`src/rtl/alu_reservation_station_if.sv`:
```
// Dispatch, CDB, flush and issue signals of the ALU reservation station.
// The master side is the dispatch/CDB/ALU environment. The slave side is the station.
interface alu_reservation_station_if #(
    parameter int WIDTH   = 31,
    parameter int A_WIDTH = 3,
    parameter int ROB     = 2
);
    logic                  flush;
    logic                  dispatchValid;
    logic [A_WIDTH:0]      dispatchControl;
    logic [ROB:0]          dispatchRob;
    logic [WIDTH:0]        dispatchSrc1;
    logic [WIDTH:0]        dispatchSrc2;
    logic                  dispatchSrc1Valid;
    logic                  dispatchSrc2Valid;
    logic [ROB:0]          dispatchSrc1Tag;
    logic [ROB:0]          dispatchSrc2Tag;
    logic                  full;
    logic                  cdbValid;
    logic [ROB:0]          cdbRob;
    logic [WIDTH:0]        cdbResult;
    logic                  aluAvailable;
    logic                  issueValid;
    logic signed [WIDTH:0] src1;
    logic signed [WIDTH:0] src2;
    logic [A_WIDTH:0]      ALUControl;
    logic [ROB:0]          ALURob;

    modport master (
        output flush, dispatchValid, dispatchControl, dispatchRob,
               dispatchSrc1, dispatchSrc2, dispatchSrc1Valid, dispatchSrc2Valid,
               dispatchSrc1Tag, dispatchSrc2Tag, cdbValid, cdbRob, cdbResult,
               aluAvailable,
        input  full, issueValid, src1, src2, ALUControl, ALURob
    );

    modport slave (
        input  flush, dispatchValid, dispatchControl, dispatchRob,
               dispatchSrc1, dispatchSrc2, dispatchSrc1Valid, dispatchSrc2Valid,
               dispatchSrc1Tag, dispatchSrc2Tag, cdbValid, cdbRob, cdbResult,
               aluAvailable,
        output full, issueValid, src1, src2, ALUControl, ALURob
    );
endinterface

```
`src/rtl/alu_reservation_station.sv`:
```
// ALU reservation station. Entries hold operands or producer tags and wake up from the CDB.
// The oldest fully-ready entry is issued, with age tracked by an ENTRIES x ENTRIES matrix.
module alu_reservation_station #(
    parameter int WIDTH   = 31,
    parameter int A_WIDTH = 3,
    parameter int ROB     = 2,
    parameter int ENTRIES = 4
) (
    input  logic                      clk,
    input  logic                      globalReset,
    alu_reservation_station_if.slave  bus
);
    logic [ENTRIES-1:0] busy_q, busy_d;
    logic [ENTRIES-1:0] rdy1_q, rdy1_d, rdy2_q, rdy2_d;
    logic [A_WIDTH:0]   op_q  [ENTRIES];
    logic [A_WIDTH:0]   op_d  [ENTRIES];
    logic [ROB:0]       rob_q [ENTRIES];
    logic [ROB:0]       rob_d [ENTRIES];
    logic [ROB:0]       tag1_q[ENTRIES];
    logic [ROB:0]       tag1_d[ENTRIES];
    logic [ROB:0]       tag2_q[ENTRIES];
    logic [ROB:0]       tag2_d[ENTRIES];
    logic [WIDTH:0]     val1_q[ENTRIES];
    logic [WIDTH:0]     val1_d[ENTRIES];
    logic [WIDTH:0]     val2_q[ENTRIES];
    logic [WIDTH:0]     val2_d[ENTRIES];
    // age_q[i][j] = 1 means entry j is older than entry i
    logic [ENTRIES-1:0] age_q [ENTRIES];
    logic [ENTRIES-1:0] age_d [ENTRIES];

    logic               iv_q, iv_d;
    logic [WIDTH:0]     src1_q, src1_d, src2_q, src2_d;
    logic [A_WIDTH:0]   ctl_q, ctl_d;
    logic [ROB:0]       arob_q, arob_d;

    logic [ENTRIES-1:0] ready, sel, free_oh;
    logic               found;
    logic               do_disp, do_issue, byp1, byp2;

    assign bus.full       = &busy_q;
    assign bus.issueValid = iv_q;
    assign bus.src1       = src1_q;
    assign bus.src2       = src2_q;
    assign bus.ALUControl = ctl_q;
    assign bus.ALURob     = arob_q;

    assign do_disp  = bus.dispatchValid && !(&busy_q) && !bus.flush;
    assign do_issue = bus.aluAvailable && (|ready) && !bus.flush;
    assign byp1     = bus.cdbValid && (bus.cdbRob == bus.dispatchSrc1Tag);
    assign byp2     = bus.cdbValid && (bus.cdbRob == bus.dispatchSrc2Tag);

    // Ready vector and oldest-ready select (one-hot), from registered state only
    always_comb begin
        ready = '0;
        sel   = '0;
        for (int unsigned i = 0; i < ENTRIES; i++)
            ready[i] = busy_q[i] & rdy1_q[i] & rdy2_q[i];
        for (int unsigned i = 0; i < ENTRIES; i++)
            sel[i] = ready[i] & ~(|(age_q[i] & ready));
    end

    // Lowest-index free entry (one-hot)
    always_comb begin
        free_oh = '0;
        found   = 1'b0;
        for (int unsigned i = 0; i < ENTRIES; i++) begin
            if (!busy_q[i] && !found) begin
                free_oh[i] = 1'b1;
                found      = 1'b1;
            end
        end
    end

    // Next-state: flush, else wakeup, issue and dispatch
    always_comb begin
        busy_d = busy_q;
        rdy1_d = rdy1_q;
        rdy2_d = rdy2_q;
        op_d   = op_q;
        rob_d  = rob_q;
        tag1_d = tag1_q;
        tag2_d = tag2_q;
        val1_d = val1_q;
        val2_d = val2_q;
        age_d  = age_q;
        iv_d   = 1'b0;
        src1_d = src1_q;
        src2_d = src2_q;
        ctl_d  = ctl_q;
        arob_d = arob_q;
        if (bus.flush) begin
            busy_d = '0;
            for (int unsigned i = 0; i < ENTRIES; i++)
                age_d[i] = '0;
        end else begin
            for (int unsigned i = 0; i < ENTRIES; i++) begin
                if (busy_q[i] && bus.cdbValid) begin
                    if (!rdy1_q[i] && tag1_q[i] == bus.cdbRob) begin
                        val1_d[i] = bus.cdbResult;
                        rdy1_d[i] = 1'b1;
                    end
                    if (!rdy2_q[i] && tag2_q[i] == bus.cdbRob) begin
                        val2_d[i] = bus.cdbResult;
                        rdy2_d[i] = 1'b1;
                    end
                end
            end
            if (do_issue) begin
                iv_d = 1'b1;
                for (int unsigned i = 0; i < ENTRIES; i++) begin
                    if (sel[i]) begin
                        src1_d    = val1_q[i];
                        src2_d    = val2_q[i];
                        ctl_d     = op_q[i];
                        arob_d    = rob_q[i];
                        busy_d[i] = 1'b0;
                    end
                end
            end
            if (do_disp) begin
                for (int unsigned i = 0; i < ENTRIES; i++) begin
                    if (free_oh[i]) begin
                        busy_d[i] = 1'b1;
                        op_d[i]   = bus.dispatchControl;
                        rob_d[i]  = bus.dispatchRob;
                        tag1_d[i] = bus.dispatchSrc1Tag;
                        tag2_d[i] = bus.dispatchSrc2Tag;
                        rdy1_d[i] = bus.dispatchSrc1Valid | byp1;
                        rdy2_d[i] = bus.dispatchSrc2Valid | byp2;
                        val1_d[i] = bus.dispatchSrc1Valid ? bus.dispatchSrc1 : bus.cdbResult;
                        val2_d[i] = bus.dispatchSrc2Valid ? bus.dispatchSrc2 : bus.cdbResult;
                        // Drop stale "older" marks left by the previous occupant of this slot
                        for (int unsigned k = 0; k < ENTRIES; k++)
                            age_d[k][i] = 1'b0;
                        age_d[i] = busy_q;
                    end
                end
            end
        end
    end

    // State and issue registers
    always_ff @(posedge clk or posedge globalReset) begin
        if (globalReset) begin
            busy_q <= '0;
            rdy1_q <= '0;
            rdy2_q <= '0;
            op_q   <= '{default: '0};
            rob_q  <= '{default: '0};
            tag1_q <= '{default: '0};
            tag2_q <= '{default: '0};
            val1_q <= '{default: '0};
            val2_q <= '{default: '0};
            age_q  <= '{default: '0};
            iv_q   <= 1'b0;
            src1_q <= '0;
            src2_q <= '0;
            ctl_q  <= '0;
            arob_q <= '0;
        end else begin
            busy_q <= busy_d;
            rdy1_q <= rdy1_d;
            rdy2_q <= rdy2_d;
            op_q   <= op_d;
            rob_q  <= rob_d;
            tag1_q <= tag1_d;
            tag2_q <= tag2_d;
            val1_q <= val1_d;
            val2_q <= val2_d;
            age_q  <= age_d;
            iv_q   <= iv_d;
            src1_q <= src1_d;
            src2_q <= src2_d;
            ctl_q  <= ctl_d;
            arob_q <= arob_d;
        end
    end
endmodule

```
`src/flat_wrapper.sv`:
```
// flat-port wrapper written by rule: the top's interface ports become plain ports
module alu_reservation_station_flat 
#(
    parameter int WIDTH   = 31,
    parameter int A_WIDTH = 3,
    parameter int ROB     = 2,
    parameter int ENTRIES = 4
)
  (clk, globalReset, bus_flush, bus_dispatchValid, bus_dispatchControl, bus_dispatchRob, bus_dispatchSrc1, bus_dispatchSrc2, bus_dispatchSrc1Valid, bus_dispatchSrc2Valid, bus_dispatchSrc1Tag, bus_dispatchSrc2Tag, bus_cdbValid, bus_cdbRob, bus_cdbResult, bus_aluAvailable, bus_full, bus_issueValid, bus_src1, bus_src2, bus_ALUControl, bus_ALURob);
  alu_reservation_station_if #(.WIDTH(WIDTH), .A_WIDTH(A_WIDTH), .ROB(ROB)) bus_i ();
  input  logic clk;
  input  logic globalReset;
  input wire logic [$bits(bus_i.flush)-1:0] bus_flush;
  input wire logic [$bits(bus_i.dispatchValid)-1:0] bus_dispatchValid;
  input wire logic [$bits(bus_i.dispatchControl)-1:0] bus_dispatchControl;
  input wire logic [$bits(bus_i.dispatchRob)-1:0] bus_dispatchRob;
  input wire logic [$bits(bus_i.dispatchSrc1)-1:0] bus_dispatchSrc1;
  input wire logic [$bits(bus_i.dispatchSrc2)-1:0] bus_dispatchSrc2;
  input wire logic [$bits(bus_i.dispatchSrc1Valid)-1:0] bus_dispatchSrc1Valid;
  input wire logic [$bits(bus_i.dispatchSrc2Valid)-1:0] bus_dispatchSrc2Valid;
  input wire logic [$bits(bus_i.dispatchSrc1Tag)-1:0] bus_dispatchSrc1Tag;
  input wire logic [$bits(bus_i.dispatchSrc2Tag)-1:0] bus_dispatchSrc2Tag;
  input wire logic [$bits(bus_i.cdbValid)-1:0] bus_cdbValid;
  input wire logic [$bits(bus_i.cdbRob)-1:0] bus_cdbRob;
  input wire logic [$bits(bus_i.cdbResult)-1:0] bus_cdbResult;
  input wire logic [$bits(bus_i.aluAvailable)-1:0] bus_aluAvailable;
  output wire logic [$bits(bus_i.full)-1:0] bus_full;
  output wire logic [$bits(bus_i.issueValid)-1:0] bus_issueValid;
  output wire logic [$bits(bus_i.src1)-1:0] bus_src1;
  output wire logic [$bits(bus_i.src2)-1:0] bus_src2;
  output wire logic [$bits(bus_i.ALUControl)-1:0] bus_ALUControl;
  output wire logic [$bits(bus_i.ALURob)-1:0] bus_ALURob;
  assign bus_i.flush = bus_flush;
  assign bus_i.dispatchValid = bus_dispatchValid;
  assign bus_i.dispatchControl = bus_dispatchControl;
  assign bus_i.dispatchRob = bus_dispatchRob;
  assign bus_i.dispatchSrc1 = bus_dispatchSrc1;
  assign bus_i.dispatchSrc2 = bus_dispatchSrc2;
  assign bus_i.dispatchSrc1Valid = bus_dispatchSrc1Valid;
  assign bus_i.dispatchSrc2Valid = bus_dispatchSrc2Valid;
  assign bus_i.dispatchSrc1Tag = bus_dispatchSrc1Tag;
  assign bus_i.dispatchSrc2Tag = bus_dispatchSrc2Tag;
  assign bus_i.cdbValid = bus_cdbValid;
  assign bus_i.cdbRob = bus_cdbRob;
  assign bus_i.cdbResult = bus_cdbResult;
  assign bus_i.aluAvailable = bus_aluAvailable;
  assign bus_full = bus_i.full;
  assign bus_issueValid = bus_i.issueValid;
  assign bus_src1 = bus_i.src1;
  assign bus_src2 = bus_i.src2;
  assign bus_ALUControl = bus_i.ALUControl;
  assign bus_ALURob = bus_i.ALURob;
  alu_reservation_station #(.WIDTH(WIDTH), .A_WIDTH(A_WIDTH), .ROB(ROB), .ENTRIES(ENTRIES)) u_core (.clk(clk), .globalReset(globalReset), .bus(bus_i));
endmodule
```
`config.mk`:
```
export PLATFORM = sky130hd
export DESIGN_NAME = alu_reservation_station_flat
export DESIGN_NICKNAME = d
export VERILOG_FILES = /design/src/rtl/alu_reservation_station_if.sv /design/src/rtl/alu_reservation_station.sv /design/src/flat_wrapper.sv
export SDC_FILE = /design/constraint.sdc
export NUM_CORES = 1
export LEC_CHECK = 0
export ABC_AREA = 1
export ABC_CLOCK_PERIOD_IN_PS = 21000
export CELL_PAD_IN_SITES_DETAIL_PLACEMENT = 0
export CELL_PAD_IN_SITES_GLOBAL_PLACEMENT = 1
export CORE_MARGIN = 2
export CORE_UTILIZATION = 40
export CTS_CLUSTER_DIAMETER = 80
export CTS_CLUSTER_SIZE = 12
export DETAILED_ROUTE_END_ITERATION = 12
export PLACE_DENSITY = 0.74
export SETUP_SLACK_MARGIN = 0.4
export SLEW_MARGIN = 15
export SYNTH_ARGS = -nofsm -noshare
export SYNTH_HDL_FRONTEND = slang
export SYNTH_SLANG_ARGS = --single-unit
```
`constraint.sdc`:
```
create_clock -name clk -period 21 [get_ports clk]
set_input_delay 2.1 -clock clk [delete_from_list [all_inputs] [get_ports clk]]
set_output_delay 2.1 -clock clk [all_outputs]
set_load 0.1 [all_outputs]
```
Yosys cells after proc, flatten, opt, wreduce, memory -nomap -nowiden
Index checks and enable logic that the tools add are counted.

Flip-flop bits (word level): 408. Output and inout port bits: 73. Word-level logic and storage cells: 255.

Eq/ne operators: 14. Multiplexer cells: 104. Bitwise logic cells: 24. Reduce and logical (&&, ||, !) cells: 65.

Operators with widths (count): 32-bit 2-to-1 mux (34); 128-bit 2-to-1 mux (2); 4-bit 2-to-1 mux (13); 1-bit 2-to-1 mux (49); 16-bit 2-to-1 mux (2); 3-bit == test (10); 1-bit logical AND (21); 2-bit AND reduction (10); 4-bit OR reduction (5); 4-bit bitwise AND (4); 1-bit zero test (15); 3-bit AND reduction (5); 1-bit bitwise AND (12); 3-bit 2-to-1 mux (4); 3-bit inequality test, second input constant (3); 3-bit nonzero test (3); 2-bit nonzero test (4); 1-bit inverter (6); 4-bit AND reduction (1); 4-bit nonzero test (1); 2-bit inequality test, second input constant (1); 1-bit bitwise OR (2).

Logic depth before layout (Yosys ltp)
Word-level depth: 12. Gate-level depth with buffers: 14.

Worst setup path after synthesis
No wires, ideal clock.

Kind: input port to flip-flop. From: input port bus_cdbRob[2]. To: register u_core.val2_q[31] (netlist name). Data arrival time: 3.387 ns. Data required time: 20.883 ns. Slack: 17.496 ns. Stages on the path: 11. Buffers on the path: 2. Path through: buf_2 -> inv_1 -> nand2_1 -> nand2_1 -> nor2_1 -> nand3_1 -> clkbuf_1 -> nand2_1 -> nand3_1 -> nand2_1 -> nand2_1.

Cells in the longest elaborated chain, start to end: 6.

Ends and longest elaborated chain: from (decl) (line flat_wrapper.sv:24) `input wire logic [$bits(bus_i.cdbRob)-1:0] bus_cdbRob;`; 3-bit == test (*) (line alu_reservation_station.sv:102) `if (!rdy2_q[i] && tag2_q[i] == bus.cdbRob) begin`; 1-bit logical AND (*) (line alu_reservation_station.sv:102); 32-bit 2-to-1 mux (*) (line alu_reservation_station.sv:102); 32-bit 2-to-1 mux (*) (line alu_reservation_station.sv:97) `if (busy_q[i] && bus.cdbValid) begin`; 32-bit 2-to-1 mux (line alu_reservation_station.sv:122) `if (free_oh[i]) begin`; 128-bit 2-to-1 mux (*) (line alu_reservation_station.sv:120) `if (do_disp) begin`; to (signal assigned) (line alu_reservation_station.sv:169) `val2_q <= val2_d;`; to (decl) (line alu_reservation_station.sv:25) `logic [WIDTH:0] val2_q[ENTRIES];`.

Every way passes the cells marked *; elsewhere a longest branch is shown, timed or not. A chain may end at the register's enable or synchronous reset.

Final worst setup path
From: input port bus_cdbRob[2]. To: register u_core.val1_q[98] (netlist name).

Cells in the longest elaborated chain, start to end: 6.

Ends and longest elaborated chain: 3-bit == test (*) (line alu_reservation_station.sv:98) `if (!rdy1_q[i] && tag1_q[i] == bus.cdbRob) begin`; 1-bit logical AND (*) (line alu_reservation_station.sv:98); 32-bit 2-to-1 mux (*) (line alu_reservation_station.sv:98); 32-bit 2-to-1 mux (*) (line alu_reservation_station.sv:97); 32-bit 2-to-1 mux (line alu_reservation_station.sv:122); 128-bit 2-to-1 mux (*) (line alu_reservation_station.sv:120); to (signal assigned) (line alu_reservation_station.sv:168) `val1_q <= val1_d;`; to (decl) (line alu_reservation_station.sv:23) `logic [WIDTH:0] val1_q[ENTRIES];`.

Marked as above.

==> results_dict.tcl <==
set metrics [dict create \
    status "finished clean" \
    max_slew_margin_pct 24.2 \
    grt_max_degree 204 \
    drcViolationCount 0 \
    layout_common_cells "nand2_1 (1582), nand3_1 (563), dfrtp_1 (407), inv_1 (270), o21ai_0 (220)" \
    cap_violations 0 \
    cts_tree "yes" \
    critPathCaptureType "flip-flop" \
    antenna_found_initial 1 \
    yosys_warnings 0 \
    p_leak_nw 15.1 \
    ant_nets 0 \
    grt_pass1_vias 24100 \
    wirelength_um 98000 \
    clkSinkCount 407 \
    initial_core_util_pct 40.3 \
    dr_total_vias 25300 \
    cp_data_required_time_ns 21.46 \
    final_nets 3940 \
    die_w_um 256 \
    crit_type "in -> reg" \
    io_pins 193 \
    dp_hpwl_um 55900 \
    clk_latency_ns 0.59 \
    maxSlewViolCount 0 \
    cts-resized-gates 0 \
    syn-num-nets 3954 \
    syn_avg_cell_area_um2 6.60 \
    place_ws_ns 15.67 \
    wl_per_cell_um 21.0 \
    clkTransAtPathRegs_ns 0.06 \
    yosys.area.top_type "dfrtp_1" \
    clock_path_buffers 3 \
    ir_worst_vdd_mv 0.0748 \
    tns_ns 0 \
    io_buffers 192 \
    startpoint_type "input port" \
    netlist.area_leader.share_pct 40.2 \
    cts_setup_buffers 0 \
    setup-violations-final 0 \
    routed_via_density 5.42 \
    grt_overflow 0 \
    netlist_instances 3834 \
    mostFrequentLayoutCell "nand2_1" \
    cp_max_fo 33 \
    grt_pass1_wl_um 151000 \
    yosys_register_bits 407 \
    final_layout_size_suffix_gt1_share_pct 5.36 \
    dieArea_um2 65300 \
    hp-class "reg -> reg" \
    post-route-min-period_ns 4.90 \
    finalHoldViolations 0 \
    track_usage_pct 29.5 \
    design.core.area_um2 62900 \
    drtIter0Drc 2558 \
    rsz0062_at_grt "false" \
    dr.pass1.iters 5 \
    fin_ws_ns 16.10 \
    worst_slew_pin_slew_ns 1.13 \
    area_growth_pct 13.4 \
    die_h_um 256 \
    powerDensity_nw_per_um2 101 \
    rows 92 \
    cts_max_level 2 \
    seq_area_frac_synth_pct 40.2 \
    numCtsBuffers 40 \
    netlist_area_um2 25300 \
    synth_cell_type_count 30 \
    hold_buffers 0 \
    gp_congestion 0.818 \
    post-route-period-util_pct 23.4 \
    clockRootBuffer "clkbuf_16" \
    crit_arrival_ns 5.37 \
    yosys-top-cells-area "dfrtp_1 (40%), nand2_1 (24%), nand3_1 (11%)" \
    fin_skew_ns 0.0142 \
    max_freq_mhz 204 \
]
-- layer usage --
| layer | GRT usage (%) | vias to the layer above | wire [um] |
|---|---|---|---|
| met5 | 0 | - | 0 |
| met4 | 6.69 | 0 | 2080 |
| met3 | 4.76 | 132 | 6700 |
| met2 | 47.3 | 896 | 44700 |
| met1 | 41.9 | 12100 | 44500 |
| li1 | - | 12200 | - |
-- layout make-up --
type | count | area, um2
Sequential cell | 407 | 10200
Fill cell | 6642 | 34100
Multi-Input combinational cell | 2839 | 12900
Tap cell | 846 | 1060
Antenna cell | 1 | 2.50
Clock inverter | 3 | 40.0
Clock buffer | 43 | 1040
Timing Repair Buffer | 250 | 2360
Inverter | 282 | 1070
-- synthesized netlist by cell type (all sizes together) --
library cell  count
nand2          1587
nand3           565
dfrtp           407
inv             279
o21ai           227
clkbuf          224
a21oi           137
nand4           100
buf              82
or2              71
mux2i            64
nor2             58
xor2             18
clkinv            3
nor3              3
o22ai             3
o21a              2
a21o              1
o2111ai           1
o211ai            1
xnor2             1
-- state kept, by name, summed over array words and instances, names as in the netlist --
register	count
u_core.age_q	15
u_core.bus.ALUControl	4
u_core.bus.ALURob	3
u_core.bus.issueValid	1
u_core.bus.src1	32
u_core.bus.src2	32
u_core.busy_q	4
u_core.op_q	16
u_core.rdy1_q	4
u_core.rdy2_q	4
u_core.rob_q	12
u_core.tag1_q	12
u_core.tag2_q	12
u_core.val1_q	128
u_core.val2_q	128
-- per-stage QoR --
step | power [W] | cell area [um2] | cells | utilization (%) | hold slack [ns]
3_3_place_gp | 0.00222 | 27600 | 4624 | 43.9 | 0.456
5_1_grt | 0.00309 | 28700 | 4671 | 45.7 | 0.499
3_5_place_dp | 0.00223 | 27600 | 4624 | 43.9 | 0.460
6_report | 0.00291 | 28700 | 4671 | 45.7 | 0.474
4_1_cts | 0.00292 | 28700 | 4670 | 45.7 | 0.476
2_1_floorplan | 0.00195 | 25300 | 3834 | - | 0.442
-- cell families after synthesis --
logic type / count (synthesis) / share of synthesized area, %
multiplexers: 64 / 2.53
buffers and inverters: 588 / 9.11
AO/OA/AOI/OAI: 372 / 7.42
flip-flops: 407 / 40.2
XOR/XNOR: 19 / 0.657
AND/OR/NAND/NOR: 2384 / 40.0
-- worst paths after layout --
kind                       cells past startpoint  slack [ns]              from             endpoint
max reg2reg                                   11       16.21  u_core.busy_q[1]  u_core.bus.src1[18]
min                                            2        0.47   u_core.age_q[7]      u_core.age_q[7]
min reg2reg                                    2        0.47   u_core.age_q[7]      u_core.age_q[7]
min in group asynchronous                      2        2.04       globalReset   u_core.bus.src1[5]
max in group asynchronous                      4       16.72       globalReset  u_core.bus.src2[14]
max                                           10       16.10     bus_cdbRob[2]    u_core.val1_q[98]
-- power by group --
group          switching [W]  internal, W  leakage [nW]  total [W]
sequential          0.000163      0.00101          5.26    0.00117
clock               0.000328     0.000362         0.536   0.000690
combinational       0.000723     0.000322          9.27    0.00105
total                0.00122      0.00169          15.1    0.00291
-- worst max-delay path, cell delays in order --
cell	delay, ns
clkdlybuf4s50_1	0.90
xor2_1	0.19
nor2_1	0.08
nand3_1	0.08
buf_4	0.40
clkinv_1	1.02
nand2_1	0.28
nand3_1	0.11
nand2_1	0.10
nand2_1	0.05
(Power assumes the default switching activity.)
